### src/rtl/saturn_bus_ctrl_pkg.sv
// Shared bus command codes and sizing for the Saturn bus sequencer.
// Imported by saturn_bus_ctrl and saturn_bus_addr_ser.
package saturn_bus_ctrl_pkg;

    localparam int SATURN_ADDR_W   = 20;
    localparam int SATURN_MAX_XFER = 16;

    typedef enum logic [3:0] {
        CMD_NOP         = 4'h0,
        CMD_PC_READ     = 4'h1,
        CMD_DP_READ     = 4'h2,
        CMD_PC_WRITE    = 4'h3,
        CMD_DP_WRITE    = 4'h4,
        CMD_LOAD_PC     = 4'h5,
        CMD_LOAD_DP     = 4'h6,
        CMD_CONFIGURE   = 4'h7,
        CMD_UNCONFIGURE = 4'h8,
        CMD_RESET       = 4'hF
    } bus_cmd_t;

endpackage

### src/rtl/saturn_bus_addr_ser.sv
// Address serializer: loads a full address, then presents it
// one nibble at a time, LSB nibble first, flagging the final nibble.
module saturn_bus_addr_ser
    import saturn_bus_ctrl_pkg::*;
#(
    parameter int ADDR_W = SATURN_ADDR_W
) (
    input  logic              i_clk,
    input  logic              i_reset,
    input  logic              i_load,
    input  logic [ADDR_W-1:0] i_addr,
    input  logic              i_step,
    output logic [3:0]        o_nibble,
    output logic              o_last
);

    localparam int NIBS = ADDR_W / 4;

    logic [ADDR_W-1:0] sh_q;
    logic [2:0]        cnt_q;

    // Shift register and nibble index; stepping stops on the last nibble.
    always_ff @(posedge i_clk) begin
        if (i_reset) begin
            sh_q  <= '0;
            cnt_q <= '0;
        end else if (i_load) begin
            sh_q  <= i_addr;
            cnt_q <= '0;
        end else if (i_step && !o_last) begin
            sh_q  <= sh_q >> 4;
            cnt_q <= cnt_q + 3'd1;
        end
    end

    assign o_nibble = sh_q[3:0];
    assign o_last   = (cnt_q == 3'(NIBS - 1));

endmodule

### src/rtl/saturn_bus_ctrl.sv
// Saturn nibble-bus sequencer: instruction fetch, PC reloads and DP transfers.
// Optional bus-error trap enabled by defining SATURN_BUS_ERRCHK_EN.
module saturn_bus_ctrl
    import saturn_bus_ctrl_pkg::*;
#(
    parameter int ADDR_W   = SATURN_ADDR_W,
    parameter int MAX_XFER = SATURN_MAX_XFER
) (
    input  logic                         i_clk,
    input  logic                         i_reset,
    input  logic                         i_en_bus_send,
    input  logic                         i_en_bus_recv,
    input  logic                         i_fetch_en,
    input  logic                         i_pc_load,
    input  logic [ADDR_W-1:0]            i_pc_addr,
    input  logic                         i_data_req,
    input  logic                         i_data_write,
    input  logic [ADDR_W-1:0]            i_data_addr,
    input  logic [$clog2(MAX_XFER)-1:0]  i_data_len,
    input  logic [3:0]                   i_data_wnib,
    input  logic [3:0]                   i_bus_nibble_in,
    input  logic                         i_bus_error,
    output logic                         o_bus_strobe,
    output logic [3:0]                   o_bus_cmd,
    output logic [3:0]                   o_bus_nibble_out,
    output logic [3:0]                   o_nibble,
    output logic                         o_nibble_valid,
    output logic [3:0]                   o_data_nibble,
    output logic                         o_data_valid,
    output logic                         o_data_ready,
    output logic                         o_data_done,
    output logic                         o_stalled,
    output logic                         o_bus_error
);

    localparam int LEN_W = $clog2(MAX_XFER);

    typedef enum logic [2:0] {
        S_LOAD_PC = 3'd0,
        S_PC_ADDR = 3'd1,
        S_FETCH   = 3'd2,
        S_LOAD_DP = 3'd3,
        S_DP_ADDR = 3'd4,
        S_DP_XFER = 3'd5
`ifdef SATURN_BUS_ERRCHK_EN
        ,
        S_ERROR   = 3'd6
`endif
    } state_t;

    state_t state_q, state_d;

    logic              pend_q;
    logic [ADDR_W-1:0] pend_addr_q;
    logic              dp_write_q;
    logic [ADDR_W-1:0] dp_addr_q;
    logic [LEN_W-1:0]  xfer_q;
    logic              rd_pc_q;
    logic              rd_dp_q;
    logic              last_q;
    logic              err_hit;

    bus_cmd_t          iss_cmd;
    logic [3:0]        iss_nib;
    logic              iss_stb;
    logic              restart;
    logic              consume;
    logic              accept;
    logic              xfer_last;

    logic              ser_load;
    logic              ser_step;
    logic [ADDR_W-1:0] ser_addr;
    logic [3:0]        ser_nib;
    logic              ser_last;

    saturn_bus_addr_ser #(
        .ADDR_W (ADDR_W)
    ) u_addr_ser (
        .i_clk    (i_clk),
        .i_reset  (i_reset),
        .i_load   (i_en_bus_send & ser_load),
        .i_addr   (ser_addr),
        .i_step   (i_en_bus_send & ser_step),
        .o_nibble (ser_nib),
        .o_last   (ser_last)
    );

`ifdef SATURN_BUS_ERRCHK_EN
    logic err_q;

    assign err_hit     = i_en_bus_recv & i_bus_error;
    assign o_bus_error = err_q;

    // Sticky bus error flag, cleared only by reset.
    always_ff @(posedge i_clk) begin
        if (i_reset) begin
            err_q <= 1'b0;
        end else if (err_hit) begin
            err_q <= 1'b1;
        end
    end
`else
    logic unused_bus_error;

    assign err_hit          = 1'b0;
    assign unused_bus_error = i_bus_error;
    assign o_bus_error      = 1'b0;
`endif

    // State register; an error trap overrides the normal send-slot advance.
    always_ff @(posedge i_clk) begin
        if (i_reset) begin
            state_q <= S_LOAD_PC;
`ifdef SATURN_BUS_ERRCHK_EN
        end else if (err_hit) begin
            state_q <= S_ERROR;
`endif
        end else if (i_en_bus_send) begin
            state_q <= state_d;
        end
    end

    // Next state and the command to issue at the coming send slot.
    always_comb begin
        state_d   = state_q;
        iss_cmd   = CMD_NOP;
        iss_nib   = 4'h0;
        iss_stb   = 1'b0;
        ser_load  = 1'b0;
        ser_step  = 1'b0;
        ser_addr  = pend_addr_q;
        consume   = 1'b0;
        accept    = 1'b0;
        xfer_last = 1'b0;
        restart   = pend_q && (state_q == S_LOAD_PC ||
                               state_q == S_PC_ADDR ||
                               state_q == S_FETCH);
        if (restart) begin
            iss_cmd  = CMD_LOAD_PC;
            iss_stb  = 1'b1;
            ser_load = 1'b1;
            consume  = 1'b1;
            state_d  = S_PC_ADDR;
        end else begin
            unique case (state_q)
                S_LOAD_PC: begin
                    iss_cmd  = CMD_LOAD_PC;
                    iss_stb  = 1'b1;
                    ser_load = 1'b1;
                    state_d  = S_PC_ADDR;
                end
                S_PC_ADDR: begin
                    iss_cmd  = CMD_LOAD_PC;
                    iss_nib  = ser_nib;
                    iss_stb  = 1'b1;
                    ser_step = 1'b1;
                    if (ser_last) begin
                        state_d = S_FETCH;
                    end
                end
                S_FETCH: begin
                    if (i_data_req) begin
                        accept   = 1'b1;
                        iss_cmd  = CMD_LOAD_DP;
                        iss_stb  = 1'b1;
                        ser_load = 1'b1;
                        ser_addr = i_data_addr;
                        state_d  = S_DP_ADDR;
                    end else if (i_fetch_en) begin
                        iss_cmd = CMD_PC_READ;
                        iss_stb = 1'b1;
                    end
                end
                // Not entered: LOAD_DP goes out in the accepting slot.
                S_LOAD_DP: begin
                    iss_cmd  = CMD_LOAD_DP;
                    iss_stb  = 1'b1;
                    ser_load = 1'b1;
                    ser_addr = dp_addr_q;
                    state_d  = S_DP_ADDR;
                end
                S_DP_ADDR: begin
                    iss_cmd  = CMD_LOAD_DP;
                    iss_nib  = ser_nib;
                    iss_stb  = 1'b1;
                    ser_step = 1'b1;
                    if (ser_last) begin
                        state_d = S_DP_XFER;
                    end
                end
                S_DP_XFER: begin
                    iss_cmd = dp_write_q ? CMD_DP_WRITE : CMD_DP_READ;
                    iss_nib = dp_write_q ? i_data_wnib : 4'h0;
                    iss_stb = 1'b1;
                    if (xfer_q == '0) begin
                        xfer_last = 1'b1;
                        state_d   = pend_q ? S_LOAD_PC : S_FETCH;
                    end
                end
`ifdef SATURN_BUS_ERRCHK_EN
                S_ERROR: begin
                    state_d = S_ERROR;
                end
`endif
                default: begin
                    state_d = S_LOAD_PC;
                end
            endcase
        end
    end

    // Pending jump: latched on any cycle, newest pulse wins.
    always_ff @(posedge i_clk) begin
        if (i_reset) begin
            pend_q      <= 1'b0;
            pend_addr_q <= '0;
        end else if (i_pc_load) begin
            pend_q      <= 1'b1;
            pend_addr_q <= i_pc_addr;
        end else if (i_en_bus_send && consume) begin
            pend_q      <= 1'b0;
        end
    end

    // Transfer descriptor latch and remaining-nibble countdown.
    always_ff @(posedge i_clk) begin
        if (i_reset) begin
            dp_write_q <= 1'b0;
            dp_addr_q  <= '0;
            xfer_q     <= '0;
        end else if (i_en_bus_send) begin
            if (accept) begin
                dp_write_q <= i_data_write;
                dp_addr_q  <= i_data_addr;
                xfer_q     <= i_data_len;
            end else if (state_q == S_DP_XFER && xfer_q != '0) begin
                xfer_q <= xfer_q - 1'b1;
            end
        end
    end

    // Command register: strobe lasts the cycle after each send slot.
    always_ff @(posedge i_clk) begin
        if (i_reset) begin
            o_bus_strobe     <= 1'b0;
            o_bus_cmd        <= CMD_NOP;
            o_bus_nibble_out <= 4'h0;
        end else begin
            o_bus_strobe <= i_en_bus_send & iss_stb;
            if (i_en_bus_send) begin
                o_bus_cmd        <= iss_cmd;
                o_bus_nibble_out <= iss_nib;
            end
        end
    end

    // Read-data capture on the receive slot following a read command.
    always_ff @(posedge i_clk) begin
        if (i_reset) begin
            rd_pc_q        <= 1'b0;
            rd_dp_q        <= 1'b0;
            last_q         <= 1'b0;
            o_nibble       <= 4'h0;
            o_nibble_valid <= 1'b0;
            o_data_nibble  <= 4'h0;
            o_data_valid   <= 1'b0;
            o_data_done    <= 1'b0;
        end else begin
            o_nibble_valid <= 1'b0;
            o_data_valid   <= 1'b0;
            o_data_done    <= 1'b0;
            if (i_en_bus_recv) begin
                if (rd_pc_q) begin
                    o_nibble       <= i_bus_nibble_in;
                    o_nibble_valid <= 1'b1;
                end
                if (rd_dp_q) begin
                    o_data_nibble <= i_bus_nibble_in;
                    o_data_valid  <= 1'b1;
                end
                if (last_q) begin
                    o_data_done <= 1'b1;
                end
                rd_pc_q <= 1'b0;
                rd_dp_q <= 1'b0;
                last_q  <= 1'b0;
            end
            if (i_en_bus_send) begin
                rd_pc_q <= iss_stb && (iss_cmd == CMD_PC_READ);
                rd_dp_q <= iss_stb && (iss_cmd == CMD_DP_READ);
                last_q  <= xfer_last;
            end
            if (err_hit) begin
                rd_pc_q <= 1'b0;
                rd_dp_q <= 1'b0;
                last_q  <= 1'b0;
            end
        end
    end

    assign o_data_ready = (state_q == S_FETCH) && !pend_q;
    assign o_stalled    = !o_data_ready;

endmodule
### config.mk
export PLATFORM = sky130hd
export DESIGN_NAME = saturn_bus_ctrl
export DESIGN_NICKNAME = d
export VERILOG_FILES = /design/src/rtl/saturn_bus_ctrl_pkg.sv /design/src/rtl/saturn_bus_addr_ser.sv /design/src/rtl/saturn_bus_ctrl.sv
export SDC_FILE = /design/constraint.sdc
export NUM_CORES = 1
export LEC_CHECK = 0
export ABC_AREA = 1
export CORE_MARGIN = 2
export CORE_UTILIZATION = 49
export CTS_BUF_LIST = sky130_fd_sc_hd__clkbuf_8
export DETAILED_ROUTE_END_ITERATION = 6
export PLACE_DENSITY_LB_ADDON = 0.12
export SLEW_MARGIN = 15
export SYNTH_ARGS = -nofsm -noshare
export SYNTH_HDL_FRONTEND = slang
export SYNTH_SLANG_ARGS = --single-unit
### constraint.sdc
create_clock -name i_clk -period 1.45 [get_ports i_clk]
set_input_delay 0.145 -clock i_clk [delete_from_list [all_inputs] [get_ports i_clk]]
set_output_delay 0.145 -clock i_clk [all_outputs]
set_load 0.02 [all_outputs]
== Yosys cells after proc, flatten, opt, wreduce, memory -nomap -nowiden ==
Index checks and enable logic that the tools add are counted.
Storage, ports and cells
  register bits: 95
  input bits: 61
  output and inout bits: 23
  word-level logic and storage cells: 114
Cells by class
  $add $sub $neg: 2
  eq/ne operators: 12
  multiplexer cells: 46
  bitwise logic cells: 4
  reduce and logical (&&, ||, !) cells: 31
Operator list (count)
  two-way mux 20 bit: 4
  case mux 20 bit (2 select lines): 1
  two-way mux 3 bit: 8
  two-way mux 1 bit: 23
  case mux 3 bit (6 select lines): 1
  two-way mux 4 bit: 4
  case mux 3 bit (4 select lines): 1
  OR reduction 2 bit: 6
  == test 3 bit (second input constant): 3
  case mux 4 bit (2 select lines): 1
  AND reduction 2 bit: 4
  nonzero test 2 bit: 4
  logical AND 1 bit: 7
  == test 3 x 2 -> 1 bit (second input constant): 2
  != test 3 x 2 -> 1 bit (second input constant): 2
  != test 3 bit (second input constant): 2
  AND reduction 5 bit: 1
  OR reduction 5 bit: 1
  == test 4 x 1 -> 1 bit (second input constant): 1
  == test 4 x 2 -> 1 bit (second input constant): 1
  logical NOT 4 bit: 1
  case mux 1 bit (2 select lines): 2
  nonzero test 4 bit: 1
  subtractor 4 x 1 -> 4 bit (second input constant): 1
  8 further kinds: 13

== Depth between registers and ports, before layout ==
  depth in word-level cells: 9
  gate-level depth with buffers: 12
  gate-level depth less buffers: 11

== Modules after synthesis ==
From an unflattened synthesis, not the netlist that was laid out.
Unflattened totals
  cells, all modules: 667
  area total of the unflattened synthesis: 4576.9 um2
By module, submodules not included
  saturn_bus_ctrl: instances 1, cells an instance 486, area each 3320.7 um2, seq. area each 1421.4 um2
  saturn_bus_addr_ser: instances 1, cells an instance 181, area each 1256.2 um2, seq. area each 460.4 um2

== Least setup slack after synthesis ==
No wires, ideal clock.
  path type: flip-flop to flip-flop
  start: register state_q[2]
  end: register dp_addr_q[2]
  setup time: 116 ps
  arrival time: 1381 ps
  path slack: -47 ps
  stages on the path, launching flop included: 11
  clock period less this slack: 1497 ps
  path through: dfxtp_1 -> inv_2 -> nand2_1 -> nor2_4 -> nand3_4 -> nor2_4 -> inv_2 -> buf_4 -> buf_6 -> nor2_1 -> nor2_1
Between the ends
  word-level cells in the longest chain between the ends: 6
  elaborated cells on any way between the ends: 9
  classes of those cells: 2 x eq/ne; 2 x mux; 5 x reduce/logical
RTL lines
  start: declaration: line saturn_bus_ctrl.sv:51  | state_t state_q, state_d;
  start signal: assignment: line saturn_bus_ctrl.sv:120  | state_q <= state_d;
  == test 3 x 1 -> 1 bit or logical NOT 3 bit (tied branches): line saturn_bus_ctrl.sv:137, saturn_bus_ctrl.sv:136
  logical OR 1 bit: line saturn_bus_ctrl.sv:136  | restart = pend_q && (state_q == S_LOAD_PC ||
  logical OR 1 bit: line saturn_bus_ctrl.sv:137  | state_q == S_PC_ADDR ||
  logical AND 1 bit: line saturn_bus_ctrl.sv:136
  two-way mux 1 bit *: line saturn_bus_ctrl.sv:139  | if (restart) begin
  AND reduction 2 bit (no line) *
  end signal: assignment: line saturn_bus_ctrl.sv:235  | dp_addr_q <= i_data_addr;
  end: declaration: line saturn_bus_ctrl.sv:56  | logic [ADDR_W-1:0] dp_addr_q;
Mark *: on every way between the ends. The rest lies on a longest branch, timed or not.
A chain may end at the register's enable or synchronous reset.

== Worst setup path in the final report ==
  start: register state_q[2]
  end: register state_q[1]
Between the ends
  word-level cells in the longest chain between the ends: 6
  elaborated cells on any way between the ends: 16
  classes of those cells: 9 x eq/ne; 2 x mux; 5 x reduce/logical
RTL lines (line)
  == test 3 x 1 -> 1 bit or logical NOT 3 bit (tied branches): saturn_bus_ctrl.sv:137, saturn_bus_ctrl.sv:146, saturn_bus_ctrl.sv:136
  logical OR 1 bit: saturn_bus_ctrl.sv:136
  logical OR 1 bit: saturn_bus_ctrl.sv:137
  logical AND 1 bit: saturn_bus_ctrl.sv:136
  != test 3 x 2 -> 1 bit (no line) or != test 3 bit (tied branches)
  AND reduction 5 bit (no line)
Parallel ways exist; a longest one is shown, timed or not.

==> metrics.yaml <==
outcome: "finished with violations"
violations: "negative setup slack"
cts_root_buf: "clkbuf_8"
p_leak_nw: 2.98
yosysWarnings: 0
wl_per_cell_um: 15.4
ir_drop_mv: 0.703
hold_start: "i_pc_addr[15]"
drive_gt1_share_pct: 25.9
port_buffers: 80
viasPerCell: 5.37
period_share_pct: 112
cts.sinks: 94
r2r_end: "state_q[1]$_SDFFE_PP0P_"
fin_tns_setup_ns: -4.23
critPathRequiredTime_ns: 1.74
r2r_start: "state_q[2]$_SDFFE_PP0P_"
syn-mean-instance-area_sq_um: 6.62
place.gp.congestion: 0.880
period_needed_ns: 1.62
grt_max_degree: 36
worst_slack_ns: -0.169
ys_dominant_reg_cell: "dfxtp_1"
p_total_w: 0.00718
core_sq_um: 8810
cts_tree: "done"
cts_hold_buf: 0
fin_skew_ns: 0.00697
grt_pass1_vias: 4791
diodes: 0
synthCells: 681
antenna_left: 0
pin_count: 84
worst_hold_path_type: "input pin to register"
rsz0062_at_grt: "yes"
r2r_cells: 11
die_h_um: 99.9
drt_iter0_drc: 235
ys_seq_area_share_pct: 41.7
synth-seq-cells: 94
holdPathEnd: "pend_addr_q[15]$_SDFFE_PP0P_"
grt_antenna_before_repair: 0
synth.distinct_cells: 32
cp-end-kind: "register"
final-hold-violation-count: 0
rows: 34
cellPowerDensity_nw_per_um2: 1060
timing_worst_setup_path_type: "register to register"
grt_usage_pct: 26.9
dr.pass1.iters: 5
drv_cap: 0
ys_async_sr_fraction_pct: 0
finalSetupViolCount: 56
die_area_sq_um: 9980
holdPathStages: 3
synth_area_sq_um: 4510
final_nets: 885
clock_path_buffers: 2
clk_pin_slew_ns: 0.10
clkLatencyLatePin_ns: 0.36
dp_hpwl_mm: 9.35
numCtsBuffers: 9
drv_slew: 0
start_kind: "register"
fp.dieW_um: 99.9
r2r_slack_ns: -0.17
fmax_ghz: 0.618
crit_fanout: 4
htreeDepth: 3
cp.arrival_ns: 1.91
grt_pass1_wl_mm: 21.6
route.vias.total: 5012
synth-edff-count: 0
initial_utilization_pct: 51.2
route.detailed.drc: 0
post-place-ws_ns: -0.291
overflow: 0
totalWireLength_mm: 14.4
synthToLayoutAreaGrowth_pct: 50.5
[metal layers]
metal  GRT usage, %  vias up  part of all wire [%]  routed length [um]
met5              0        -                     0                   0
met4           12.8        0                   4.0                 570
met3           4.46       49                   5.3                 759
met2           46.9      172                    50                7250
met1           32.3     2317                    40                5810
li1               -     2474                     -                   -
[cell usage in the layout (no fill, tap or decap), drive strengths merged, types with 2 or more instances in the layout]
cell type	Yosys	layout
nand3	31	31
inv	67	71
clkdlybuf4s50	0	59
nand2	186	186
conb	1	2
nor3	2	2
nor2	70	70
a21oi	70	70
clkbuf	15	12
dlygate4sd2	0	14
o21ai	109	109
o211ai	3	3
dfxtp	94	94
ha	3	3
clkinv	1	2
buf	21	84
dlymetal6s2s	0	5
[final cells by class]
class | count | area (sq um)
Multi-Input combinational cell | 484 | 2670
Fill cell | 672 | 2020
Sequential cell | 94 | 1890
Timing Repair Buffer | 164 | 1590
Inverter | 68 | 293
Clock buffer | 10 | 138
Tap cell | 108 | 135
Clock inverter | 6 | 68.8
[kinds of logic (layout without fill, tap and decap cells)]
logic type                 after synthesis  count (layout)  synth area share (%)
and+or+nand+nor                        291             291                  26.3
AOI/OAI and AO/OA                      186             186                  21.1
buffers and inverters                  104             248                  9.63
DFF                                     94              94                  41.7
adders and majority gates                3               3                 0.833
xor gates and xnor gates                 2               2                 0.389
other                                    1               2                0.0832
[power breakdown]
group | internal, W | switching, W | total, W
logic | 0.00110 | 0.00131 | 0.00241
clock network | 0.000862 | 0.000987 | 0.00185
registers | 0.00279 | 0.000135 | 0.00292
total | 0.00474 | 0.00243 | 0.00718
[timing repair]
item                       4_1_cts  5_1_grt
setup endpoints to repair       69       51
pin swaps                       14       35
cloned                           2        3
resized for setup               98      110
buffers inserted                 4        6
[Yosys cell counts (3+ instances only)]
library cell / instances / area share, %
o211ai_1: 3 / 0.50
nand2_1: 183 / 15
buf_2: 14 / 1.6
nand3_1: 29 / 3.2
nand2_2: 3 / 0.42
inv_1: 60 / 5.0
o21ai_1: 36 / 4.0
a21oi_1: 70 / 7.8
clkbuf_1: 15 / 1.2
ha_1: 3 / 0.83
nor2_1: 66 / 5.5
o21ai_0: 73 / 8.1
buf_4: 3 / 0.50
dfxtp_1: 94 / 42
inv_2: 7 / 0.58
[registers in the layout, summed over array words and instances (netlist names), 3 cells and up]
| register | count |
|---|---|
| u_addr_ser.cnt_q | 3 |
| o_bus_cmd | 3 |
| dp_addr_q | 20 |
| o_bus_nibble_out | 4 |
| u_addr_ser.sh_q | 20 |
| o_data_nibble | 4 |
| state_q | 3 |
| o_nibble | 4 |
| xfer_q | 4 |
| pend_addr_q | 20 |
[through the flow]
stage / util (%) / std cells / instance area, sq um / hold WS, ns
after floorplan: - / 682 / 4530 / 0.246
after global placement: 66.5 / 904 / 5860 / 0.440
after detailed placement: 66.5 / 904 / 5860 / 0.445
after CTS: 71.8 / 926 / 6320 / 0.350
after global routing: 77.1 / 934 / 6790 / 0.360
final: 77.1 / 934 / 6790 / 0.357
[worst max-delay path, stage by stage (launching register included)]
cell	delay (ns)
dfxtp_4	0.38
inv_6	0.09
nand2_4	0.06
nor2_4	0.25
buf_4	0.17
buf_6	0.09
nand3_4	0.06
nand2_4	0.09
nor2_4	0.05
o211ai_1	0.10
nand2_1	0.08
nor2_1	0.14
[worst max path at each step]
stage,from,to,slack (ns),cells after the start
2_1_floorplan,state_q[2]$_SDFFE_PP0P_,dp_addr_q[2]$_SDFFE_PP0P_,0.001,10
3_3_place_gp,i_data_req,dp_write_q$_SDFFE_PP0P_,-0.27,7
3_5_place_dp,i_data_req,dp_write_q$_SDFFE_PP0P_,-0.29,7
4_1_cts,state_q[0]$_SDFFE_PP0P_,u_addr_ser.sh_q[6]$_SDFFE_PP0P_,-0.05,10
5_1_grt,state_q[2]$_SDFFE_PP0P_,state_q[1]$_SDFFE_PP0P_,-0.22,11
6_report,state_q[2]$_SDFFE_PP0P_,state_q[1]$_SDFFE_PP0P_,-0.17,11
Note: power is estimated with default switching activity, not from simulation.
==> edit 1: new RTL, same flow settings <==
Encoding of `state_t`: now one-hot (6 bits for 6 states).
--- a/src/rtl/saturn_bus_ctrl.sv
+++ b/src/rtl/saturn_bus_ctrl.sv
@@ -35,13 +35,13 @@
 
     localparam int LEN_W = $clog2(MAX_XFER);
 
-    typedef enum logic [2:0] {
-        S_LOAD_PC = 3'd0,
-        S_PC_ADDR = 3'd1,
-        S_FETCH   = 3'd2,
-        S_LOAD_DP = 3'd3,
-        S_DP_ADDR = 3'd4,
-        S_DP_XFER = 3'd5
+    typedef enum logic [5:0] {
+        S_LOAD_PC = 6'b000001,
+        S_PC_ADDR = 6'b000010,
+        S_FETCH   = 6'b000100,
+        S_LOAD_DP = 6'b001000,
+        S_DP_ADDR = 6'b010000,
+        S_DP_XFER = 6'b100000
 `ifdef SATURN_BUS_ERRCHK_EN
         ,
         S_ERROR   = 3'd6
Function: same outputs for any inputs over 10 cycles, from zero or initial values and one cycle with i_reset high; not proved beyond that.
==> edit 1 against the unedited design <==
The run still ends with negative setup slack left. Routed wire length shrank 17%. Design area shrank 15%. Critical path depth shrank 2. Area after synthesis shrank 18%. Global-route usage shrank 1.6 points. Power shrank 29%. Sequential cell count shrank 18. Setup slack lost 210 ps. Die area shrank 17%. Via count shrank 18%. Maximum frequency shrank 12%. Critical path type unchanged.
==> edit 1: results (changes against the unedited design) <==
Status
  – Status: finished, violations left
  – Failing checks: negative setup slack

Pwr
  – Int Pwr: 3.46 mW (-27%)
  – Sw frac: 0.322 (-0.0169)
  – Peak supply drop: 661 µV (-6.0%)
  – Sequential Power Share: 0.447 (+0.040)
  – Clk network pwr share: 0.302 (+0.044)
  – Static Leak: 2.65 nW (-11%)

Final layout
  – Register area: 1540 µm² (-19%)
  – Fill cells: 523 (-22%)
  – Final non-clock buffer share: 0.246 (+0.0115)
  – Seq/total area: 0.266 (-0.0127)
  – Footprint of the multi-input gates: 2250 µm² (-16%)
  – Layout area overhead: 55.7%
  – Layout Nets: 730 (-18%)
  – Buffers, non-clock: 142 (-13%)
  – Clock buffer cells: 9 (-1)
  – Top flop regs: pend_addr_q x20, u_addr_ser.sh_q x20, state_q x5
  – Clock-cell share of area: 0.0316 (+0.00121)

Routing
  – Post-Route WL: 11900 µm (-17%)
  – Drt pass-1 iters: 4 (-1)
  – Iter 0 DRT Violations: 246 (+4.7%)

STA
  – Hold WS: 370 ps (+12.9 ps)
  – Setup TNS: -11750 ps (-7520 ps)
  – Post-route clock skew: 22.0 ps (+15.1 ps)
  – Final WS setup: -381 ps (-212 ps)
  – Setup Viol. Count Final: 44 (-21%)

Place
  – Gpl congestion: 0.904 (+2.8%)
  – HPWL after DPL: 6860 µm (-27%)
  – Dpl cell area: 4850 µm² (-17%)

Yosys
  – Yosys Warn Count: 0 (unchanged)
  – Post-synthesis cell type count: 35 (+9.4%)
  – Fraction of the mapped netlist area in adder cells: 0.0101 (+0.00179)
  – Seq/Total Area, Yosys: 0.410 (-0.00731)
  – Area contributors post-synth: dfxtp_1 (41%), nand2_1 (11%), nor2_1 (9.8%)
  – Xor-xnor portion of the synthesized cell area: 0.00236 (-0.00152)
  – Post-synth top cells: nand2_1 (106), nor2_1 (97), dfxtp_1 (76)

Global route
  – Largest net degree at the start of global routing: 31 (-14%)
  – Vias in the first global route: 3884 (-19%)
  – Total Routing Usage GR: 0.253 (-0.0165)
  – First-pass GRT wire length: 17100 µm (-21%)

Critical path
  – Worst EP arrival: 2120 ps (+210 ps)
  – Max FO, Critical Path: 6 (+2)

CTS
  – Num Clock Sinks: 76 (-19%)
edit 1: timing repair:
| action | 4_1_cts | 5_1_grt |
|---|---|---|
| gates resized for setup | 92 | 89 |
| cloned | 3 | 0 |
| buffers inserted | 11 | 11 |
| pin swaps | 27 | 25 |
| setup endpoints to repair | 46 | 53 |
edit 1: metal layers:
layer,up-vias,GRT usage,share of wire
met5,-,0,0
li1,1984,-,-
met3,52,0.0373,0.059
met1,1880,0.296,0.39
met4,0,0.136,0.051
met2,196,0.443,0.50
edit 1: path summary, 6_finish.rpt:
path / from / end / cells past startpoint
hold reg to reg: pend_addr_q[15] / pend_addr_q[15] / 2
hold / removal: i_pc_addr[6] / pend_addr_q[6] / 3
setup / recovery: state_q[1] / u_addr_ser.sh_q[13] / 9
setup reg to reg: state_q[1] / u_addr_ser.sh_q[13] / 9
edit 1: through the flow:
stage               utilization  cells
floorplan                     -    536
global placement          0.666    731
detailed placement        0.666    731
CTS                       0.738    761
global route              0.792    770
finish                    0.792    770
==> edit 2: new RTL, same settings <==
Made on the original files. The package constant `SATURN_ADDR_W` goes from 20 to 40.
--- a/src/rtl/saturn_bus_ctrl_pkg.sv
+++ b/src/rtl/saturn_bus_ctrl_pkg.sv
@@ -2,7 +2,7 @@
 // Imported by saturn_bus_ctrl and saturn_bus_addr_ser.
 package saturn_bus_ctrl_pkg;
 
-    localparam int SATURN_ADDR_W   = 20;
+    localparam int SATURN_ADDR_W   = 40;
     localparam int SATURN_MAX_XFER = 16;
 
     typedef enum logic [3:0] {
Interface: changed (resized i_data_addr and i_pc_addr); port bits go from 84 to 124. No check against the original RTL was run, so the function may have changed too.
==> edit 2 against the unedited design <==
The run still ends with negative setup slack left. Routed wire length increased by 53%. Power increased by 57%. Area after synthesis increased by 63%. Critical path depth unchanged. Design area increased by 57%. Sequential share of layout area increased by 1.2 points. Sequential cell count increased by 60. Synthesized cell count increased by 59%. First-iteration DRC count increased by 100%. Setup slack got worse by 49 ps. Critical endpoint is now u_addr_ser.sh_q[7]. Largest cell class unchanged. Highest routed layer unchanged.
==> edit 2: results (changes against the unedited design) <==
Status
  – Status: finished, violations left
  – Failing checks: negative setup slack

Routing
  – Met3 wire len: 1230 µm (+62%)
  – DR WL/cell: 14.9 µm (-3.1%)
  – Vias/cell: 5.20 (-3.1%)
  – Met1 WL: 9980 µm (+72%)
  – Routed wl met2: 10400 µm (+43%)
  – Post-Route WL: 22000 µm (+53%)
  – Iter 0 DRT Violations: 475 (+100%)

STA
  – Post-route clock skew: 6.30 ps (-0.666 ps)
  – Final WS setup: -217 ps (-48.8 ps)
  – Setup TNS: -9210 ps (-4980 ps)
  – Setup Viol. Count Final: 91 (+63%)

Final layout
  – Final non-clock buffer share: 0.239 (+0.00477)
  – Top flop regs: dp_addr_q x40, pend_addr_q x40, u_addr_ser.sh_q x40
  – Multi-input gate share of the layout cell area: 0.387 (-0.00601)
  – Fill cells: 1134 (+69%)
  – Non-CTS inverters: 66 (-2.9%)
  – Clock buffer cells: 19 (+9)
  – #MultiIn Comb: 800 (+65%)
  – Clock-cell share of area: 0.0348 (+0.00440)
  – Proportion of layout cells with a drive suffix above 1: 0.236 (-0.0232)

Global route
  – GR Util met2: 0.416 (-0.0535)
  – Met3 usage: 0.0493 (+0.00478)
  – Vias in the first global route: 7107 (+48%)
  – Total Routing Usage GR: 0.262 (-0.00690)
  – Initial antenna violation count: 0 (unchanged)
  – Largest net degree at the start of global routing: 61 (+69%)

Yosys
  – Area contributors post-synth: dfxtp_1 (42%), nand2_1 (16%), nor2_1 (8.8%)
  – Post-synth top cells: nand2_1 (320), nor2_1 (173), dfxtp_1 (154)
  – Fraction of the mapped netlist area in adder cells: 0.00511 (-0.00322)
  – Mapped Cells: 1081 (+59%)
  – Xor-xnor portion of the synthesized cell area: 0.00341 (-0.000480)
  – Post-synthesis cell type count: 36 (+13%)
  – Post-synthesis compound-gate area fraction: 0.161 (-0.0492)
  – Register bit total from synthesis: 154 (+64%)
  – Seq/Total Area, Yosys: 0.420 (+0.00219)

Critical path
  – Crit. Startpoint: state_q[1]
  – Worst R2R Start: state_q[1]

Place
  – DP Cell Count: 1415 (+57%)
  – HPWL after DPL: 14200 µm (+51%)
  – Dpl cell area: 9310 µm² (+59%)
  – Gpl congestion: 0.883 (+0.44%)
  – # port buffers: 120 (+50%)
  – DP Worst Slack: -325 ps (-34.4 ps)

Pwr
  – Comb power frac: 0.301 (-0.034)
  – Switching power: 3.58 mW (+47%)
  – PwrDens: 1060 nW/µm² (+0.37%)
  – Peak supply drop: 635 µV (-9.7%)
  – Sw frac: 0.317 (-0.0223)
  – Sequential Power Share: 0.420 (+0.013)

CTS
  – Number of buffers created by CTS: 17 (+8)
  – H-Tree Depth: 4 (+1)
  – CTS clk-pin slew, worst paths: 80 ps (-20 ps)
  – Skew-Pair Late Insertion Delay: 450 ps (+90 ps)

Floorplan
  – Core ar.: 14600 µm² (+66%)

Worst hold path
  – Hold path start: i_pc_addr[35]
==> edit 2: cell types whose count changed in the layout (fill, tap and decap cells not counted), moves of 10 or more <==
cell | unedited run | this run
nand2_1 | 151 | 267
clkdlybuf4s50_1 | 59 | 99
nand2_2 | 20 | 44
o21ai_0 | 52 | 85
dfxtp_1 | 90 | 147
nor2_1 | 54 | 168
buf_12 | 5 | 21
buf_4 | 65 | 75
==> edit 2: repair_timing <==
| action | 4_1_cts | 5_1_grt |
|---|---|---|
| resized for setup | 105 | 111 |
| endpoints found under the setup margin | 113 | 96 |
| cloned | 3 | 7 |
| buffers inserted | 13 | 7 |
| pin swaps | 22 | 33 |
==> edit 2: path summary, 6_finish.rpt <==
check,cells past startpoint,slack (ps),endpoint
setup / recovery,11,-220,u_addr_ser.sh_q[7]
hold / removal,3,270,pend_addr_q[35]
setup reg to reg,11,-220,u_addr_ser.sh_q[7]
hold reg to reg,2,460,dp_addr_q[12]
